File: src/rtl/fwd_pass_engine.sv
`default_nettype none
// +------------------------------------------------------------------------+
// | fwd_pass_engine: forward-0 dot-product pass with ReLU and saturation    |
// | Revision: 1.0                                                          |
// +------------------------------------------------------------------------+
module fwd_pass_engine #(
  parameter int N_ELEM = 8,
  parameter int DW     = 8,
  parameter int AW     = $clog2(N_ELEM),
  parameter int ACC_W  = 2*DW+AW
) (
  input  logic          clk_i,
  input  logic          rst_i,
  input  logic          en_i,
  input  logic          pass_i,
  output logic          rd_en_o,
  output logic [AW-1:0] addr_o,
  input  logic [DW-1:0] x_data_i,
  input  logic [DW-1:0] w_data_i,
  output logic [DW-1:0] result_o,
  output logic          end_check_o,
  output logic          busy_o,
  output logic [2:0]    state_o
);

  typedef enum logic [2:0] {
    S_IDLE  = 3'b000,
    S_RUN   = 3'b001,
    S_DRAIN = 3'b010,
    S_DONE  = 3'b011
  } state_t;

  localparam logic [AW-1:0]           C_LAST_ADDR = AW'(N_ELEM-1);
  localparam logic signed [ACC_W-1:0] C_SAT_MAX   = ACC_W'((2**(DW-1))-1);

  state_t                   r_state, w_state_nxt;
  logic                     r_rd_en, w_rd_en_nxt;
  logic [AW-1:0]            r_addr, w_addr_nxt;
  logic                     r_v_q, w_v_q_nxt;
  logic signed [ACC_W-1:0]  r_acc, w_acc_nxt;
  logic [DW-1:0]            r_result, w_result_nxt;
  logic                     r_end_check, w_end_check_nxt;
  logic                     r_busy, w_busy_nxt;

  logic signed [2*DW-1:0]   w_prod;
  logic signed [ACC_W-1:0]  w_prod_ext;
  logic signed [ACC_W-1:0]  w_acc_sum;
  logic signed [ACC_W-1:0]  w_acc_fin;
  logic [DW-1:0]            w_sat;

  assign w_prod     = $signed(x_data_i) * $signed(w_data_i);
  assign w_prod_ext = {{(ACC_W-2*DW){w_prod[2*DW-1]}}, w_prod};
  assign w_acc_sum  = r_acc + w_prod_ext;
  // In DRAIN the last pair is still on the data bus; fold it in before clamping.
  assign w_acc_fin  = r_v_q ? w_acc_sum : r_acc;

  always_comb begin
    w_sat = w_acc_fin[DW-1:0];
    if (w_acc_fin[ACC_W-1]) begin
      w_sat = '0;
    end else if (w_acc_fin > C_SAT_MAX) begin
      w_sat = C_SAT_MAX[DW-1:0];
    end
  end

  always_comb begin
    w_state_nxt     = r_state;
    w_rd_en_nxt     = r_rd_en;
    w_addr_nxt      = r_addr;
    w_v_q_nxt       = r_v_q;
    w_acc_nxt       = r_acc;
    w_result_nxt    = r_result;
    w_end_check_nxt = 1'b0;

    case (r_state)
      S_IDLE: begin
        w_rd_en_nxt = 1'b0;
        w_v_q_nxt   = 1'b0;
        if (pass_i) begin
          w_acc_nxt   = '0;
          w_addr_nxt  = '0;
          w_rd_en_nxt = 1'b1;
          w_state_nxt = S_RUN;
        end
      end
      S_RUN: begin
        if (!pass_i) begin
          w_state_nxt = S_IDLE;
          w_rd_en_nxt = 1'b0;
          w_v_q_nxt   = 1'b0;
          w_acc_nxt   = '0;
        end else begin
          w_v_q_nxt = r_rd_en;
          if (r_v_q) begin
            w_acc_nxt = w_acc_sum;
          end
          if (r_addr == C_LAST_ADDR) begin
            w_rd_en_nxt = 1'b0;
            w_state_nxt = S_DRAIN;
          end else begin
            w_addr_nxt = r_addr + AW'(1);
          end
        end
      end
      S_DRAIN: begin
        w_rd_en_nxt = 1'b0;
        w_v_q_nxt   = 1'b0;
        if (!pass_i) begin
          w_state_nxt = S_IDLE;
          w_acc_nxt   = '0;
        end else begin
          w_acc_nxt       = w_acc_fin;
          w_result_nxt    = w_sat;
          w_end_check_nxt = 1'b1;
          w_state_nxt     = S_DONE;
        end
      end
      S_DONE: begin
        if (!pass_i) begin
          w_state_nxt = S_IDLE;
        end
      end
      default: begin
        w_state_nxt = S_IDLE;
        w_rd_en_nxt = 1'b0;
        w_v_q_nxt   = 1'b0;
      end
    endcase

    w_busy_nxt = (w_state_nxt == S_RUN) || (w_state_nxt == S_DRAIN);
  end

  always_ff @(posedge clk_i or negedge rst_i) begin
    if (!rst_i) begin
      r_state     <= S_IDLE;
      r_rd_en     <= 1'b0;
      r_addr      <= '0;
      r_v_q       <= 1'b0;
      r_acc       <= '0;
      r_result    <= '0;
      r_end_check <= 1'b0;
      r_busy      <= 1'b0;
    end else if (en_i) begin
      r_state     <= w_state_nxt;
      r_rd_en     <= w_rd_en_nxt;
      r_addr      <= w_addr_nxt;
      r_v_q       <= w_v_q_nxt;
      r_acc       <= w_acc_nxt;
      r_result    <= w_result_nxt;
      r_end_check <= w_end_check_nxt;
      r_busy      <= w_busy_nxt;
    end
  end

  assign rd_en_o     = r_rd_en;
  assign addr_o      = r_addr;
  assign result_o    = r_result;
  assign end_check_o = r_end_check;
  assign busy_o      = r_busy;
  assign state_o     = r_state;

endmodule
`default_nettype wire

File: config.mk
export PLATFORM = sky130hd
export DESIGN_NAME = fwd_pass_engine
export DESIGN_NICKNAME = d
export VERILOG_FILES = /design/src/rtl/fwd_pass_engine.sv
export SDC_FILE = /design/constraint.sdc
export NUM_CORES = 1
export LEC_CHECK = 0
export CAP_MARGIN = 20
export CELL_PAD_IN_SITES_DETAIL_PLACEMENT = 1
export CELL_PAD_IN_SITES_GLOBAL_PLACEMENT = 2
export CORE_ASPECT_RATIO = 1.1
export CORE_MARGIN = 3
export CORE_UTILIZATION = 35
export DETAILED_ROUTE_END_ITERATION = 10
export GPL_ROUTABILITY_DRIVEN = 0
export PLACE_DENSITY_LB_ADDON = 0.1
export SLEW_MARGIN = 10
export SYNTH_ARGS = -nofsm -noshare
export SYNTH_HDL_FRONTEND = slang
export SYNTH_SLANG_ARGS = --single-unit
File: constraint.sdc
create_clock -name clk_i -period 4.74 [get_ports clk_i]
set_input_delay 0.948 -clock clk_i [delete_from_list [all_inputs] [get_ports clk_i]]
set_output_delay 0.948 -clock clk_i [all_outputs]
set_load 0.02 [all_outputs]
; After elaboration in Yosys (flattened, before gate mapping)
; Cells that the tools add are included.
[word_totals]
regBits = 37
word_cells = 56
[op_classes]
n_addsub = 2
multipliers = 1
n_lt_le_gt_ge = 1
eq_ne = 10
n_mux = 23
n_bitwise = 1
n_reduce_logical = 10
[op_table]
columns = cell, n
row1 = 19-bit 2-to-1 mux, 3
row2 = 19-bit case mux with 2 select lines, 1
row3 = 3-bit 2-to-1 mux, 7
row4 = 19-bit by 16-bit adder with 19-bit output, 1
row5 = "19-bit by 8-bit greater-than comparator with 1-bit output, second input constant", 1
row6 = 8-bit by 8-bit multiplier with 16-bit output, 1
row7 = 8-bit 2-to-1 mux, 2
row8 = 3-bit case mux with 4 select lines, 1
row9 = "3-bit by 2-bit == test with 1-bit output, second input constant", 3
row10 = 3-bit AND reduction, 3
row11 = "3-bit by 1-bit == test with 1-bit output, second input constant", 2
row12 = "2-bit != test, second input constant", 3
row13 = 3-bit case mux with 2 select lines, 1
row14 = 1-bit 2-to-1 mux, 5
row15 = 5-bit AND reduction, 1
row16 = 2-bit nonzero test, 2
row17 = "3-bit by 1-bit adder with 3-bit output, second input constant", 1
row18 = "3-bit == test, second input constant", 1
row19 = 3-bit zero test, 1
row20 = "3-bit != test, second input constant", 1
row21 = 1-bit case mux with 3 select lines, 1
row22 = 2-bit 2-to-1 mux, 1
row23 = 1-bit case mux with 2 select lines, 1
row24 = 2-bit AND reduction, 1
row25 = other kinds (3), 3

; Logic depth before layout (Yosys ltp)
[logic_depth]
ltp_word = 6
mapped_depth = 21

; Least setup slack after synthesis
; No wires, ideal clock.
[synth_timing]
path_type = input-to-reg
start = input x_data_i[7]
end = register r_result[0] (netlist: result_o[0])
setup_time_ps = 144
arrival_time_ps = 6068
t_required_ps = 4596
slack_ps = -1472
path_stages = 17
n_path_buf = 0
cell_sequence = and2_1 inv_1 fa_1 inv_1 fa_1 fa_1 fa_1 fa_1 ha_1 o21ai_0 a21o_1 a21oi_1 o31a_1 or3_1 a31o_2 nor4_4 a31oi_1
[synth_between]
elab_chain_len = 6
[synth_lines]
columns = item, line
row1 = start: declaration, 18  ; input logic [DW-1:0] x_data_i,
row2 = 8-bit by 8-bit multiplier with 16-bit output (*), 51  ; assign w_prod = $signed(x_data_i) * $signed(w_data_i);
row3 = 19-bit by 16-bit adder with 19-bit output (*), 53  ; assign w_acc_sum = r_acc + w_prod_ext;
row4 = 19-bit 2-to-1 mux (*), n/a
row5 = 19-bit by 8-bit greater-than comparator with 1-bit output, 61  ; end else if (w_acc_fin > C_SAT_MAX) begin
row6 = 8-bit 2-to-1 mux, 61
row7 = 8-bit 2-to-1 mux (*), 59  ; if (w_acc_fin[ACC_W-1]) begin
row8 = end signal: assignment, 149  ; r_result <= w_result_nxt;
row9 = end: declaration, 41  ; logic [DW-1:0] r_result, w_result_nxt;
; Mark *: on every way between the ends. The rest lies on a longest branch, timed or not.
; A chain may end at the register's enable or synchronous reset.

; Final worst setup path
[layout_timing]
start = input w_data_i[0]
end = register r_result[0] (netlist: result_o[0])
[layout_between]
elab_chain_len = 6
[layout_lines]
columns = item, line
row1 = start: declaration, 19  ; input logic [DW-1:0] w_data_i,
row2 = 8-bit by 8-bit multiplier with 16-bit output (*), 51
row3 = 19-bit by 16-bit adder with 19-bit output (*), 53
row4 = 19-bit 2-to-1 mux (*), n/a
row5 = 19-bit by 8-bit greater-than comparator with 1-bit output, 61
row6 = 8-bit 2-to-1 mux, 61
row7 = 8-bit 2-to-1 mux (*), 59
; Marked as above.

==> metrics.txt <==
# TYPE chip_impl_metric gauge
chip_impl_metric{name="finalHoldViolCount",unit=""} 0
chip_impl_metric{name="placement.io_buffers",unit=""} 36
chip_impl_metric{name="crit_path_max_fo",unit=""} 7
chip_impl_metric{name="num_antenna_cells",unit=""} 0
chip_impl_metric{name="fmaxAchievable",unit="GHz"} 0.1758
chip_impl_metric{name="cellPowerDensity",unit="nW/um^2"} 687.2
chip_impl_metric{name="drt-met1-wl",unit="um"} 6233
chip_impl_metric{name="core_area",unit="sq um"} 14500
chip_impl_metric{name="max_rail_drop_vdd",unit="mV"} 0.3635
chip_impl_metric{name="synth.yosys.seq_area_share",unit="%"} 17.74
chip_impl_metric{name="overall_die_area",unit="sq um"} 16420
chip_impl_info{name="timing.hold.worst.class",value="reg2reg"} 1
chip_impl_metric{name="setup-violations-final",unit=""} 16
chip_impl_metric{name="p_leak",unit="nW"} 3.474
chip_impl_metric{name="clock-skew-final",unit="ns"} 0.007980
chip_impl_metric{name="starting_utilization_of_the_core_area",unit="%"} 35.99
chip_impl_metric{name="hpwl_reported_at_the_end_of_detailed_placement",unit="um"} 12220
chip_impl_metric{name="synthesis.nets",unit=""} 700
chip_impl_metric{name="first_global_vias",unit=""} 4967
chip_impl_info{name="postSynth.topFlopCell",value="sky130_fd_sc_hd__dfrtp_1"} 1
chip_impl_metric{name="final_min_period_over_clock_period",unit="%"} 120.0
chip_impl_metric{name="cpPeakStageDelay",unit="ns"} 0.56
chip_impl_info{name="critical-path-slowest-cell",value="sky130_fd_sc_hd__fa_2"} 1
chip_impl_metric{name="insertion_delay",unit="ns"} 0.28
chip_impl_metric{name="yosysWarningCount",unit=""} 0
chip_impl_metric{name="worst_case_setup_slack_after_placement",unit="ns"} -1.724
chip_impl_metric{name="clock_tree.buffer_depth",unit=""} 2
chip_impl_metric{name="async_sr_flop_fraction",unit="%"} 100.0
chip_impl_metric{name="total_drc_errors_in_the_routed_layout",unit=""} 0
chip_impl_metric{name="synthesis.instances",unit=""} 550
chip_impl_metric{name="period_minus_slack",unit="ns"} 5.687
chip_impl_metric{name="synth_edf_count",unit=""} 0
chip_impl_metric{name="dp_cells",unit=""} 843
chip_impl_metric{name="final-max-slew-violation-count",unit=""} 0
chip_impl_metric{name="grt.total_usage",unit="%"} 19.30
chip_impl_metric{name="fin_util",unit="%"} 49.43
chip_impl_metric{name="final_antenna_net_count",unit=""} 0
chip_impl_metric{name="fin_cells",unit=""} 865
chip_impl_metric{name="die-height",unit="um"} 134.1
chip_impl_metric{name="timing.slew.headroom",unit="%"} 38.01
chip_impl_metric{name="worst-endpoint-arrival",unit="ns"} 5.85
chip_impl_info{name="violations",value="setup timing"} 1
chip_impl_metric{name="wirelength",unit="um"} 14860
chip_impl_metric{name="syn_area_per_cell",unit="sq um"} 9.491
chip_impl_metric{name="area.growth.synth_to_final",unit="%"} 37.34
chip_impl_metric{name="number_of_antenna_violations_at_the_first_check_in_global_routing",unit=""} 0
chip_impl_metric{name="numCtsBuffers",unit=""} 5
chip_impl_metric{name="detail_route.first_pass.iterations",unit=""} 4
chip_impl_metric{name="routed-wl-met3",unit="um"} 248
chip_impl_metric{name="postSynthRegisterBits",unit=""} 37
chip_impl_metric{name="gr-total-overflow",unit=""} 0
chip_impl_info{name="setup_crit_start_kind",value="input pin"} 1
chip_impl_metric{name="chipWidth",unit="um"} 122.4
chip_impl_metric{name="num_io_pins",unit=""} 37
chip_impl_metric{name="grt_start_max_net_pins",unit=""} 38
chip_impl_metric{name="setup_ws",unit="ns"} -0.9468
chip_impl_metric{name="drive_gt1_share",unit="%"} 29.12
chip_impl_metric{name="clk_pin_slew",unit="ns"} 0.06
chip_impl_info{name="route.top_layer_used",value="met4"} 1
chip_impl_info{name="tritoncts",value="built"} 1
chip_impl_metric{name="detailroute.wirelength.met2",unit="um"} 8105
chip_impl_metric{name="critical_path_required",unit="ns"} 4.90
chip_impl_metric{name="layout.cell_area.non_filler",unit="sq um"} 7169
chip_impl_info{name="clock-root-buffer",value="sky130_fd_sc_hd__clkbuf_16"} 1
chip_impl_metric{name="htree_levels",unit=""} 2
chip_impl_info{name="rsz_0062_raised_after_global_routing",value="yes"} 1
chip_impl_info{name="run_status",value="finished, violations left"} 1
chip_impl_metric{name="grt_first_pass_wirelength",unit="um"} 25310
chip_impl_metric{name="dr.first_iter.drc_count",unit=""} 100
chip_impl_info{name="critical_path.endpoint_type",value="flip-flop"} 1
chip_impl_info{name="crit_type",value="in2reg"} 1
chip_impl_metric{name="numClockSinks",unit=""} 37
chip_impl_info{name="path_cells",value="buf_8 > buf_4 > nand2_1 > fa_1 > inv_1 > fa_1 > inv_1 > fa_1 > inv_1 > fa_2 > ha_1 > ha_2 > nand2b_4 > a21o_4 > buf_6 > a211oi_2 > a41oi_2 > and3_4 > o31a_1 > nor4_4 > buf_6 > a31oi_1"} 1
chip_impl_metric{name="timing_worst_slew_pin_value",unit="ns"} 0.9298
chip_impl_metric{name="dr_total_vias",unit=""} 4261
chip_impl_metric{name="floorplan.rows",unit=""} 46
chip_impl_metric{name="drt-vias-per-instance",unit=""} 4.926
chip_impl_metric{name="cap_viol_max_count",unit=""} 0
chip_impl_metric{name="drt-wirelength-per-cell",unit="um"} 17.18
chip_impl_metric{name="power",unit="W"} 0.004927
chip_impl_metric{name="synth.distinct_cells",unit=""} 52
chip_impl_metric{name="syn_area",unit="sq um"} 5220
chip_impl_metric{name="setup.reg_to_reg.worst_slack",unit="ns"} -0.53
chip_impl_metric{name="placement.cell_area",unit="sq um"} 6459
chip_impl_metric{name="finalNetCount",unit=""} 822
[metrics by stage]
stage | hold WS [ns] | setup TNS, ns
2_1_floorplan | 0.4716 | -8.878
3_3_place_gp | 0.4884 | -25.78
3_5_place_dp | 0.4943 | -26.85
4_1_cts | 0.5190 | -11.71
5_1_grt | 0.5591 | -13.30
6_report | 0.5142 | -10.42
[per-layer routing]
layer  vias to the layer above  global-route usage, %
met5                         -                      0
met4                         0                  4.418
met3                        17                  1.434
met2                        54                  35.84
met1                      2180                  24.28
li1                       2010                      -
[state kept, by name, indices dropped and copies added (netlist names)]
name	count
busy_o	1
addr_o	3
r_v_q	1
rd_en_o	1
r_acc	19
state_o	3
end_check_o	1
result_o	8
[layout make-up]
type                            instances  area [sq um]
Clock buffer                            5         125.1
Clock inverter                          3         46.29
Fill cell                            1649          7335
Inverter                              108         410.4
Multi-Input combinational cell        393          4333
Sequential cell                        37         925.9
Tap cell                              192         240.2
Timing Repair Buffer                  127          1089
[placed cells by master, fill, tap and decap left out, types with 4 or more instances in the layout]
| cell | n |
|---|---|
| sky130_fd_sc_hd__fa_2 | 6 |
| sky130_fd_sc_hd__nor2_1 | 32 |
| sky130_fd_sc_hd__mux2i_1 | 5 |
| sky130_fd_sc_hd__and2_1 | 30 |
| sky130_fd_sc_hd__ha_4 | 11 |
| sky130_fd_sc_hd__a22o_1 | 15 |
| sky130_fd_sc_hd__buf_8 | 4 |
| sky130_fd_sc_hd__buf_6 | 14 |
| sky130_fd_sc_hd__inv_2 | 5 |
| sky130_fd_sc_hd__clkdlybuf4s50_1 | 19 |
| sky130_fd_sc_hd__clkbuf_16 | 5 |
| sky130_fd_sc_hd__inv_1 | 102 |
| sky130_fd_sc_hd__o21ai_0 | 11 |
| sky130_fd_sc_hd__fa_1 | 78 |
| sky130_fd_sc_hd__a21oi_2 | 8 |
| sky130_fd_sc_hd__nand2_2 | 4 |
| sky130_fd_sc_hd__xnor2_1 | 9 |
| sky130_fd_sc_hd__nor3_1 | 5 |
| sky130_fd_sc_hd__o21ai_2 | 5 |
| sky130_fd_sc_hd__a31oi_4 | 4 |
| sky130_fd_sc_hd__nand2_1 | 44 |
| sky130_fd_sc_hd__dfrtp_1 | 37 |
| sky130_fd_sc_hd__a21oi_1 | 9 |
| sky130_fd_sc_hd__buf_4 | 86 |
| sky130_fd_sc_hd__xor2_1 | 4 |
| sky130_fd_sc_hd__nor2b_1 | 6 |
| sky130_fd_sc_hd__ha_1 | 33 |
[timing repair]
item / CTS / global route
hold endpoints to repair: 0 / 0
endpoints found under the setup margin: 21 / 20
setup buffers: 8 / 7
pin swaps: 28 / 29
gates resized for setup: 114 / 64
hold buffers: 0 / 0
[cells by family after synthesis]
group | synth area share [%]
buffers and inverters | 8.653
and+or+nand+nor | 13.66
AOI/OAI and AO/OA | 12.58
DFF | 17.74
muxes | 1.438
adders and majority gates | 43.24
xor gates and xnor gates | 2.684
[synthesized netlist by cell type (2+ instances only)]
library cell / n / area, sq um
sky130_fd_sc_hd__nand2_1: 50 / 187.7
sky130_fd_sc_hd__o31a_1: 2 / 17.52
sky130_fd_sc_hd__ha_1: 46 / 575.6
sky130_fd_sc_hd__or3_1: 2 / 12.51
sky130_fd_sc_hd__o31ai_1: 2 / 15.01
sky130_fd_sc_hd__nor2b_1: 6 / 37.54
sky130_fd_sc_hd__mux2i_1: 5 / 50.05
sky130_fd_sc_hd__a2bb2oi_1: 2 / 17.52
sky130_fd_sc_hd__o21a_1: 3 / 22.52
sky130_fd_sc_hd__dfrtp_1: 37 / 925.9
sky130_fd_sc_hd__a22o_1: 15 / 131.4
sky130_fd_sc_hd__a21o_1: 4 / 30.03
sky130_fd_sc_hd__nand2b_1: 4 / 25.02
sky130_fd_sc_hd__xor2_1: 4 / 35.03
sky130_fd_sc_hd__o41ai_1: 3 / 26.28
sky130_fd_sc_hd__fa_1: 84 / 1682
sky130_fd_sc_hd__xnor2_1: 12 / 105.1
sky130_fd_sc_hd__nor2_1: 32 / 120.1
sky130_fd_sc_hd__nand3_1: 4 / 20.02
sky130_fd_sc_hd__o21ai_0: 17 / 85.08
sky130_fd_sc_hd__nor3_1: 6 / 30.03
sky130_fd_sc_hd__a211oi_1: 2 / 15.01
sky130_fd_sc_hd__o22ai_1: 4 / 25.02
sky130_fd_sc_hd__a31oi_1: 8 / 50.05
sky130_fd_sc_hd__a211o_1: 3 / 26.28
sky130_fd_sc_hd__inv_1: 107 / 401.6
sky130_fd_sc_hd__o21bai_1: 2 / 15.01
sky130_fd_sc_hd__and2_1: 33 / 206.5
sky130_fd_sc_hd__a21oi_1: 19 / 95.09
sky130_fd_sc_hd__clkbuf_1: 10 / 37.54
[final timing paths]
kind                       cells past startpoint         from          end
max                                           22  w_data_i[0]  result_o[0]
min reg2reg                                    1  result_o[7]  result_o[7]
max in group asynchronous                      1        rst_i  result_o[1]
min                                            1  result_o[7]  result_o[7]
min in group asynchronous                      1        rst_i    r_acc[13]
max reg2reg                                   20     r_acc[6]  result_o[0]
[worst max-delay path, delay by kind of cell]
kind,cells,cell delay [ns]
simple gates,4,0.64
buf+inv,7,0.66
compound gates,5,0.93
fa+ha+maj,6,2.65
[report_power, final]
group	leakage, nW	switching, W	internal (W)
clock network	0.0800	0.000139	0.000249
registers	0.509	0.0000203	0.000333
logic	2.89	0.00200	0.00218
(Power assumes the default switching activity.)
